**config.mk**
```make
export PLATFORM = sky130hd
export DESIGN_NAME = booth_mul_sched
export DESIGN_NICKNAME = d
export VERILOG_FILES = /design/src/rtl/booth_mul_pkg.sv /design/src/rtl/Booth.sv /design/src/rtl/booth_rr_arb.sv /design/src/rtl/booth_mul_sched.sv
export SDC_FILE = /design/constraint.sdc
export NUM_CORES = 2
export LEC_CHECK = 0
export BUFFER_PORTS_ARGS = -buffer_cell sky130_fd_sc_hd__buf_2
export CAP_MARGIN = 20
export CORE_MARGIN = 2
export CORE_UTILIZATION = 34
export DETAILED_ROUTE_END_ITERATION = 8
export PLACE_DENSITY = 0.53
export SYNTH_ARGS = -nofsm -noshare
export SYNTH_HDL_FRONTEND = slang
export SYNTH_SLANG_ARGS = --single-unit
```
**constraint.sdc**
```tcl
create_clock -name clk -period 11.99 [get_ports clk]
set_input_delay 2.398 -clock clk [delete_from_list [all_inputs] [get_ports clk]]
set_output_delay 2.398 -clock clk [all_outputs]
set_load 0.02 [all_outputs]
```
**src/rtl/booth_mul_pkg.sv**
```systemverilog
// Shared definitions for the Booth multiplier scheduler: FSM states and the
// fixed operand width of the multiplier tree.
package booth_mul_pkg;

    localparam int unsigned BOOTH_WIDTH = 32;

    typedef enum logic [1:0] {
        IDLE,
        MUL,
        DONE
    } state_t;

endpackage

```
**src/rtl/Booth.sv**
```systemverilog
// Combinational signed x signed radix-4 Booth multiplier producing the full
// 2*WIDTH-bit two's-complement product.
module Booth #(
    parameter int unsigned WIDTH = 32
) (
    input  logic [WIDTH-1:0]   x,
    input  logic [WIDTH-1:0]   y,
    output logic [2*WIDTH-1:0] p
);

    localparam int unsigned NPP = WIDTH / 2;

    logic [WIDTH:0]     yb;
    logic [2*WIDTH-1:0] xe;
    logic [2*WIDTH-1:0] x2;
    logic [2*WIDTH-1:0] acc [NPP+1];

    assign yb     = {y, 1'b0};
    assign xe     = {{WIDTH{x[WIDTH-1]}}, x};
    assign x2     = xe << 1;
    assign acc[0] = '0;

    // Each overlapping triplet of y selects a digit in {-2,-1,0,+1,+2}.
    for (genvar j = 0; j < NPP; j++) begin : g_pp
        logic [2*WIDTH-1:0] pp;
        always_comb begin
            case (yb[2*j +: 3])
                3'b001, 3'b010: pp = xe;
                3'b011:         pp = x2;
                3'b100:         pp = -x2;
                3'b101, 3'b110: pp = -xe;
                default:        pp = '0;
            endcase
        end
        assign acc[j+1] = acc[j] + (pp << (2*j));
    end

    assign p = acc[NPP];

endmodule

```
**src/rtl/booth_rr_arb.sv**
```systemverilog
// Round-robin arbiter: one-hot grant to the first requester at or after prio,
// wrapping modulo NREQ; grant is suppressed when en is low.
module booth_rr_arb #(
    parameter int unsigned NREQ = 4,
    parameter int unsigned IDW  = $clog2(NREQ)
) (
    input  logic [NREQ-1:0] req,
    input  logic [IDW-1:0]  prio,
    input  logic            en,
    output logic [NREQ-1:0] gnt,
    output logic [IDW-1:0]  gnt_idx
);

    always_comb begin
        logic           found;
        logic [IDW-1:0] idx;
        gnt     = '0;
        gnt_idx = '0;
        found   = 1'b0;
        idx     = '0;
        for (int unsigned k = 0; k < NREQ; k++) begin
            idx = IDW'((32'(prio) + k) % NREQ);
            if (!found && req[idx]) begin
                found   = 1'b1;
                gnt_idx = idx;
            end
        end
        if (en && found) begin
            gnt[gnt_idx] = 1'b1;
        end
    end

endmodule

```
**src/rtl/booth_mul_sched.sv**
```systemverilog
// Round-robin scheduler sharing one Booth multiplier between NREQ requesters.
// Optional busy_cycles counter enabled by BOOTH_MUL_SCHED_BUSY_CNT_EN.
module booth_mul_sched
    import booth_mul_pkg::*;
#(
    parameter int unsigned NREQ  = 4,
    parameter int unsigned WIDTH = BOOTH_WIDTH,
    parameter int unsigned IDW   = $clog2(NREQ)
) (
    input  logic                  clk,
    input  logic                  rst,
    input  logic [NREQ-1:0]       req_valid,
    output logic [NREQ-1:0]       req_ready,
    input  logic [NREQ*WIDTH-1:0] req_x,
    input  logic [NREQ*WIDTH-1:0] req_y,
    output logic                  rsp_valid,
    input  logic                  rsp_ready,
    output logic [2*WIDTH-1:0]    rsp_p,
    output logic [IDW-1:0]        rsp_id
`ifdef BOOTH_MUL_SCHED_BUSY_CNT_EN
    ,
    output logic [31:0]           busy_cycles
`endif
);

    if (WIDTH != BOOTH_WIDTH) begin : g_width_chk
        $error("booth_mul_sched: WIDTH must be 32");
    end

    state_t             state, state_nx;
    logic [IDW-1:0]     prio, gnt_idx, op_id;
    logic [NREQ-1:0]    gnt;
    logic               arb_en, hs;
    logic [WIDTH-1:0]   op_x, op_y;
    logic [2*WIDTH-1:0] prod;
    logic [WIDTH-1:0]   xs [NREQ];
    logic [WIDTH-1:0]   ys [NREQ];

    for (genvar i = 0; i < NREQ; i++) begin : g_unpack
        assign xs[i] = req_x[i*WIDTH +: WIDTH];
        assign ys[i] = req_y[i*WIDTH +: WIDTH];
    end

    // Grant may be issued while a finished product is being taken, giving back-to-back ops.
    assign arb_en = (state == IDLE) || ((state == DONE) && rsp_ready);
    assign hs     = |(req_valid & req_ready);

    booth_rr_arb #(
        .NREQ (NREQ),
        .IDW  (IDW)
    ) u_arb (
        .req     (req_valid),
        .prio    (prio),
        .en      (arb_en),
        .gnt     (gnt),
        .gnt_idx (gnt_idx)
    );

    Booth #(
        .WIDTH (WIDTH)
    ) u_booth (
        .x (op_x),
        .y (op_y),
        .p (prod)
    );

    always_ff @(posedge clk) begin
        if (rst) begin
            state <= IDLE;
        end else begin
            state <= state_nx;
        end
    end

    always_comb begin
        state_nx = state;
        case (state)
            IDLE:    if (hs) state_nx = MUL;
            MUL:     state_nx = DONE;
            DONE:    if (rsp_ready) state_nx = hs ? MUL : IDLE;
            default: state_nx = IDLE;
        endcase
    end

    always_comb begin
        rsp_valid = (state == DONE);
        req_ready = rst ? '0 : gnt;
    end

    always_ff @(posedge clk) begin
        if (rst) begin
            op_x   <= '0;
            op_y   <= '0;
            op_id  <= '0;
            prio   <= '0;
            rsp_p  <= '0;
            rsp_id <= '0;
        end else begin
            if (hs) begin
                op_x  <= xs[gnt_idx];
                op_y  <= ys[gnt_idx];
                op_id <= gnt_idx;
                prio  <= (gnt_idx == IDW'(NREQ - 1)) ? '0 : gnt_idx + 1'b1;
            end
            if (state == MUL) begin
                rsp_p  <= prod;
                rsp_id <= op_id;
            end
        end
    end

`ifdef BOOTH_MUL_SCHED_BUSY_CNT_EN
    always_ff @(posedge clk) begin
        if (rst) begin
            busy_cycles <= '0;
        end else if (state != IDLE) begin
            busy_cycles <= busy_cycles + 32'd1;
        end
    end
`endif

endmodule

```
==> reports/summary.log <==
qor: outcome.status finished clean
qor: timing.rsz_0062_raised_after_global_routing no
qor: clocking.post_cts_buffers 0
qor: grt.number_of_global_route_vias_before_repair 53.20k
qor: timing.finClkSkew 24.58 ps
qor: worst_setup_path.critical_path.endpoint_type flip-flop
qor: synth.synth_fp_nets 7916
qor: worst_setup_path.worstSetupStartpointType flip-flop
qor: drt.detail_route.vias_per_cell 6.449
qor: clocking.tritoncts.num_buffers 17
qor: timing.slew_headroom 12.92%
qor: synth.total_number_of_yosys_warnings 0
qor: layout.ff_latch_area 2798 um2
qor: place.port_buffers 333
qor: clocking.tritoncts_num_sinks 136
qor: worst_setup_path.critical_path_arrival 11240 ps
qor: layout.drive_above_1_share 12.17%
qor: floorplanning.num_io_pins 334
qor: synth.post_synth_num_cell_types 74
qor: drt.drt-initial-drc-count 9253
qor: synth.synth_sequential_area_ratio 5.599%
qor: worst_setup_path.path_common_cell sky130_fd_sc_hd__fa_1
qor: floorplanning.floorplan.rows 138
qor: clocking.clock_latency 530 ps
qor: synth.yosys_reg_bits 136
qor: place.placement_stage_worst_setup_slack 1426 ps
qor: timing.period_share 90.49%
qor: clocking.cts.path.max_buffers 2
qor: drt.drt_pre_antenna_iters 7
qor: job.drv_cap 0
qor: layout.area.growth.synth_to_final 9.111%
qor: timing.timing_hold_violations_final 0
qor: grt.leftover_overflow_at_the_end_of_global_routing 0
qor: worst_setup_path.worstSetupPathType reg2reg
qor: clocking.cts_hold_buf 0
qor: synth.syn_area 48630 um2
qor: timing.setup_viol 0
qor: place.hpwl 205100 um
qor: synth.ys.flop_type sky130_fd_sc_hd__dfxtp_1
qor: place.gp_congestion 1.032
qor: clocking.cts.htree.levels 4
qor: timing.min_period 10850 ps
qor: clocking.cts_resizes 0
qor: worst_setup_path.slowest_delay 900 ps
qor: timing.final_tns_setup 0 ps
qor: worst_setup_path.crit_required 12380 ps
qor: drt.via_count 56.01k
qor: floorplanning.core_area 141800 um2
qor: synth.number_of_flops_mapped_to_enable_cells_by_yosys 0
qor: floorplanning.die_h 382.2 um
qor: grt.grtUsageTotal 36.03%
qor: timing.clock.fmax 92.16 MHz
qor: timing.actual_slew_at_the_worst_max_slew_pin 1302 ps
qor: drt.drt.antenna.violating_nets 0
qor: drt.drt_drc_violations_left 0
qor: clocking.cts_root_buf sky130_fd_sc_hd__clkbuf_16
qor: floorplanning.die_x 382.2 um
qor: drt.totalWireLength 269900 um
qor: layout.multiInputGateArea 40900 um2
qor: clocking.tritoncts done
qor: drt.avgRoutedWirePerCell 31.08 um
qor: worst_hold_path.worstHoldPathType reg2reg
qor: synth.synth_async_sr_flop_share 0%
qor: timing.timing.final.ws_setup 1140 ps
qor: floorplanning.start_util 34.30%
qor: synth.mapped_cells 6882
qor: layout.fill_cells 14.96k
qor: timing.slew_viol_final 0
qor: floorplanning.dieArea 146100 um2
qor: grt.grt_pass1_wl 389300 um
qor: synth.synthesis.area_per_instance 7.066 um2
qor: worst_setup_path.crit_path_top_delay_cell sky130_fd_sc_hd__o41ai_1
qor: layout.final_util 37.43%
qor: grt.initial_antenna_violation_count 16
qor: layout.design.final.nets 7808
qor: worst_setup_path.highest_net_fanout_along_the_worst_path 25
qor: grt.pin_count_of_the_biggest_net_entering_global_routing 85
qor: clocking.clkSlewWorstSetupHoldPaths 70 ps
[cells by family after synthesis]
group | synth area share [%]
compound gates | 30.59
simple gates | 15.64
buf+inv | 11.15
fa+ha+maj | 29.67
xor+xnor | 5.748
flops | 5.599
mux | 1.603
[registers in the layout, indices dropped and copies added, names as in the netlist]
register and count:
rsp_p 64, op_x 32, op_y 32, op_id 2, prio 2, rsp_id 2
state 2
[Yosys cell counts (14+ instances only)]
| cell | number | area (um2) |
|---|---|---|
| sky130_fd_sc_hd__nand2_1 | 1048 | 3934 |
| sky130_fd_sc_hd__nand3_1 | 38 | 190.2 |
| sky130_fd_sc_hd__a221o_1 | 77 | 770.7 |
| sky130_fd_sc_hd__mux2i_1 | 61 | 610.6 |
| sky130_fd_sc_hd__o31ai_1 | 18 | 135.1 |
| sky130_fd_sc_hd__and3_1 | 78 | 488.0 |
| sky130_fd_sc_hd__o22ai_1 | 111 | 694.4 |
| sky130_fd_sc_hd__nand2b_1 | 14 | 87.58 |
| sky130_fd_sc_hd__a31oi_1 | 97 | 606.8 |
| sky130_fd_sc_hd__a311oi_1 | 99 | 867.1 |
| sky130_fd_sc_hd__ha_1 | 134 | 1677 |
| sky130_fd_sc_hd__a211oi_1 | 39 | 292.8 |
| sky130_fd_sc_hd__inv_1 | 685 | 2571 |
| sky130_fd_sc_hd__buf_1 | 66 | 247.7 |
| sky130_fd_sc_hd__nand4_1 | 16 | 100.1 |
| sky130_fd_sc_hd__nor3_1 | 35 | 175.2 |
| sky130_fd_sc_hd__or3_1 | 28 | 175.2 |
| sky130_fd_sc_hd__and2_1 | 17 | 106.4 |
| sky130_fd_sc_hd__o221ai_1 | 35 | 306.5 |
| sky130_fd_sc_hd__o211ai_1 | 91 | 683.2 |
| sky130_fd_sc_hd__clkinv_1 | 16 | 60.06 |
| sky130_fd_sc_hd__or2_2 | 35 | 219.0 |
| sky130_fd_sc_hd__fa_1 | 637 | 12750 |
| sky130_fd_sc_hd__xor2_1 | 77 | 674.4 |
| sky130_fd_sc_hd__clkbuf_1 | 664 | 2492 |
| sky130_fd_sc_hd__o21ai_0 | 583 | 2918 |
| sky130_fd_sc_hd__mux2_2 | 15 | 168.9 |
| sky130_fd_sc_hd__a221oi_1 | 241 | 2111 |
| sky130_fd_sc_hd__a22oi_1 | 76 | 570.6 |
| sky130_fd_sc_hd__o21a_1 | 21 | 157.7 |
| sky130_fd_sc_hd__a21o_1 | 93 | 698.2 |
| sky130_fd_sc_hd__nor2_1 | 471 | 1768 |
| sky130_fd_sc_hd__dfxtp_1 | 136 | 2723 |
| sky130_fd_sc_hd__a21oi_1 | 640 | 3203 |
| sky130_fd_sc_hd__xnor2_1 | 237 | 2076 |
[layout make-up]
cell class,instances,share of cell area [%]
repair buffers,610,7.103
inverters,705,4.992
flip-flops and latches,136,5.273
clock inverters,15,0.2570
diodes,7,0.03301
clock buffers,17,0.8018
multi-input cells,5304,77.08
well taps,1890,4.457
[placed cells by master, fill, tap and decap left out, types with 18 or more instances in the layout]
cell	n
sky130_fd_sc_hd__a221o_1	77
sky130_fd_sc_hd__fa_1	637
sky130_fd_sc_hd__nand2_1	1048
sky130_fd_sc_hd__a21oi_1	640
sky130_fd_sc_hd__o31ai_1	18
sky130_fd_sc_hd__or2_2	35
sky130_fd_sc_hd__and3_1	78
sky130_fd_sc_hd__mux2i_1	61
sky130_fd_sc_hd__o221ai_1	35
sky130_fd_sc_hd__xor2_1	69
sky130_fd_sc_hd__a31oi_1	97
sky130_fd_sc_hd__o21ai_0	583
sky130_fd_sc_hd__o22ai_1	110
sky130_fd_sc_hd__nand3_1	37
sky130_fd_sc_hd__a221oi_1	240
sky130_fd_sc_hd__o21a_1	21
sky130_fd_sc_hd__ha_1	134
sky130_fd_sc_hd__a21o_1	93
sky130_fd_sc_hd__a311oi_1	93
sky130_fd_sc_hd__inv_1	683
sky130_fd_sc_hd__o211ai_1	91
sky130_fd_sc_hd__nor2_1	457
sky130_fd_sc_hd__xnor2_1	222
sky130_fd_sc_hd__dfxtp_1	94
sky130_fd_sc_hd__or3_1	28
sky130_fd_sc_hd__a22oi_1	76
sky130_fd_sc_hd__a211oi_1	39
sky130_fd_sc_hd__dfxtp_2	33
sky130_fd_sc_hd__buf_2	332
sky130_fd_sc_hd__buf_4	274
sky130_fd_sc_hd__nor3_1	29
[layer usage]
| metal | wire [um] | part of all wire [%] | vias up | global-route usage, % |
|---|---|---|---|---|
| li1 | - | - | 23420 | - |
| met1 | 101400 | 38 | 27190 | 46.26 |
| met2 | 113500 | 42 | 4394 | 52.86 |
| met3 | 36270 | 13 | 996 | 11.75 |
| met4 | 18610 | 6.9 | 16 | 20.57 |
| met5 | 110 | 0.041 | - | 0 |
[final timing paths]
check                                 end  cells after the start      start  slack (ps)
worst max-delay path            rsp_p[62]                     32   op_x[13]        1140
worst min-delay path            rsp_p[22]                      2  rsp_p[22]         450
worst max register to register  rsp_p[62]                     32   op_x[13]        1140
worst min register to register  rsp_p[22]                      2  rsp_p[22]         450
[worst max-delay path, delay by kind of cell (launching register included)]
| family | cells | cell delay [ps] |
|---|---|---|
| xor gates and xnor gates | 2 | 360 |
| and+or+nand+nor | 8 | 3010 |
| DFF | 1 | 450 |
| buffers and inverters | 6 | 1020 |
| AOI/OAI and AO/OA | 9 | 2490 |
| adders and majority gates | 7 | 3360 |
[stage by stage]
step / area (um2) / hold slack, ps / std cells
after global placement: 52400 / 436.8 / 8635
after global routing: 53050 / 471.2 / 8679
after detailed placement: 52420 / 444.9 / 8638
after floorplan: 48630 / 432.3 / 6882
final: 53060 / 454.7 / 8684
after CTS: 52980 / 455.8 / 8670
Power is left out: the tool's default activity adds up to more than one toggle a clock period on the data nets, which glitch-free logic cannot reach.
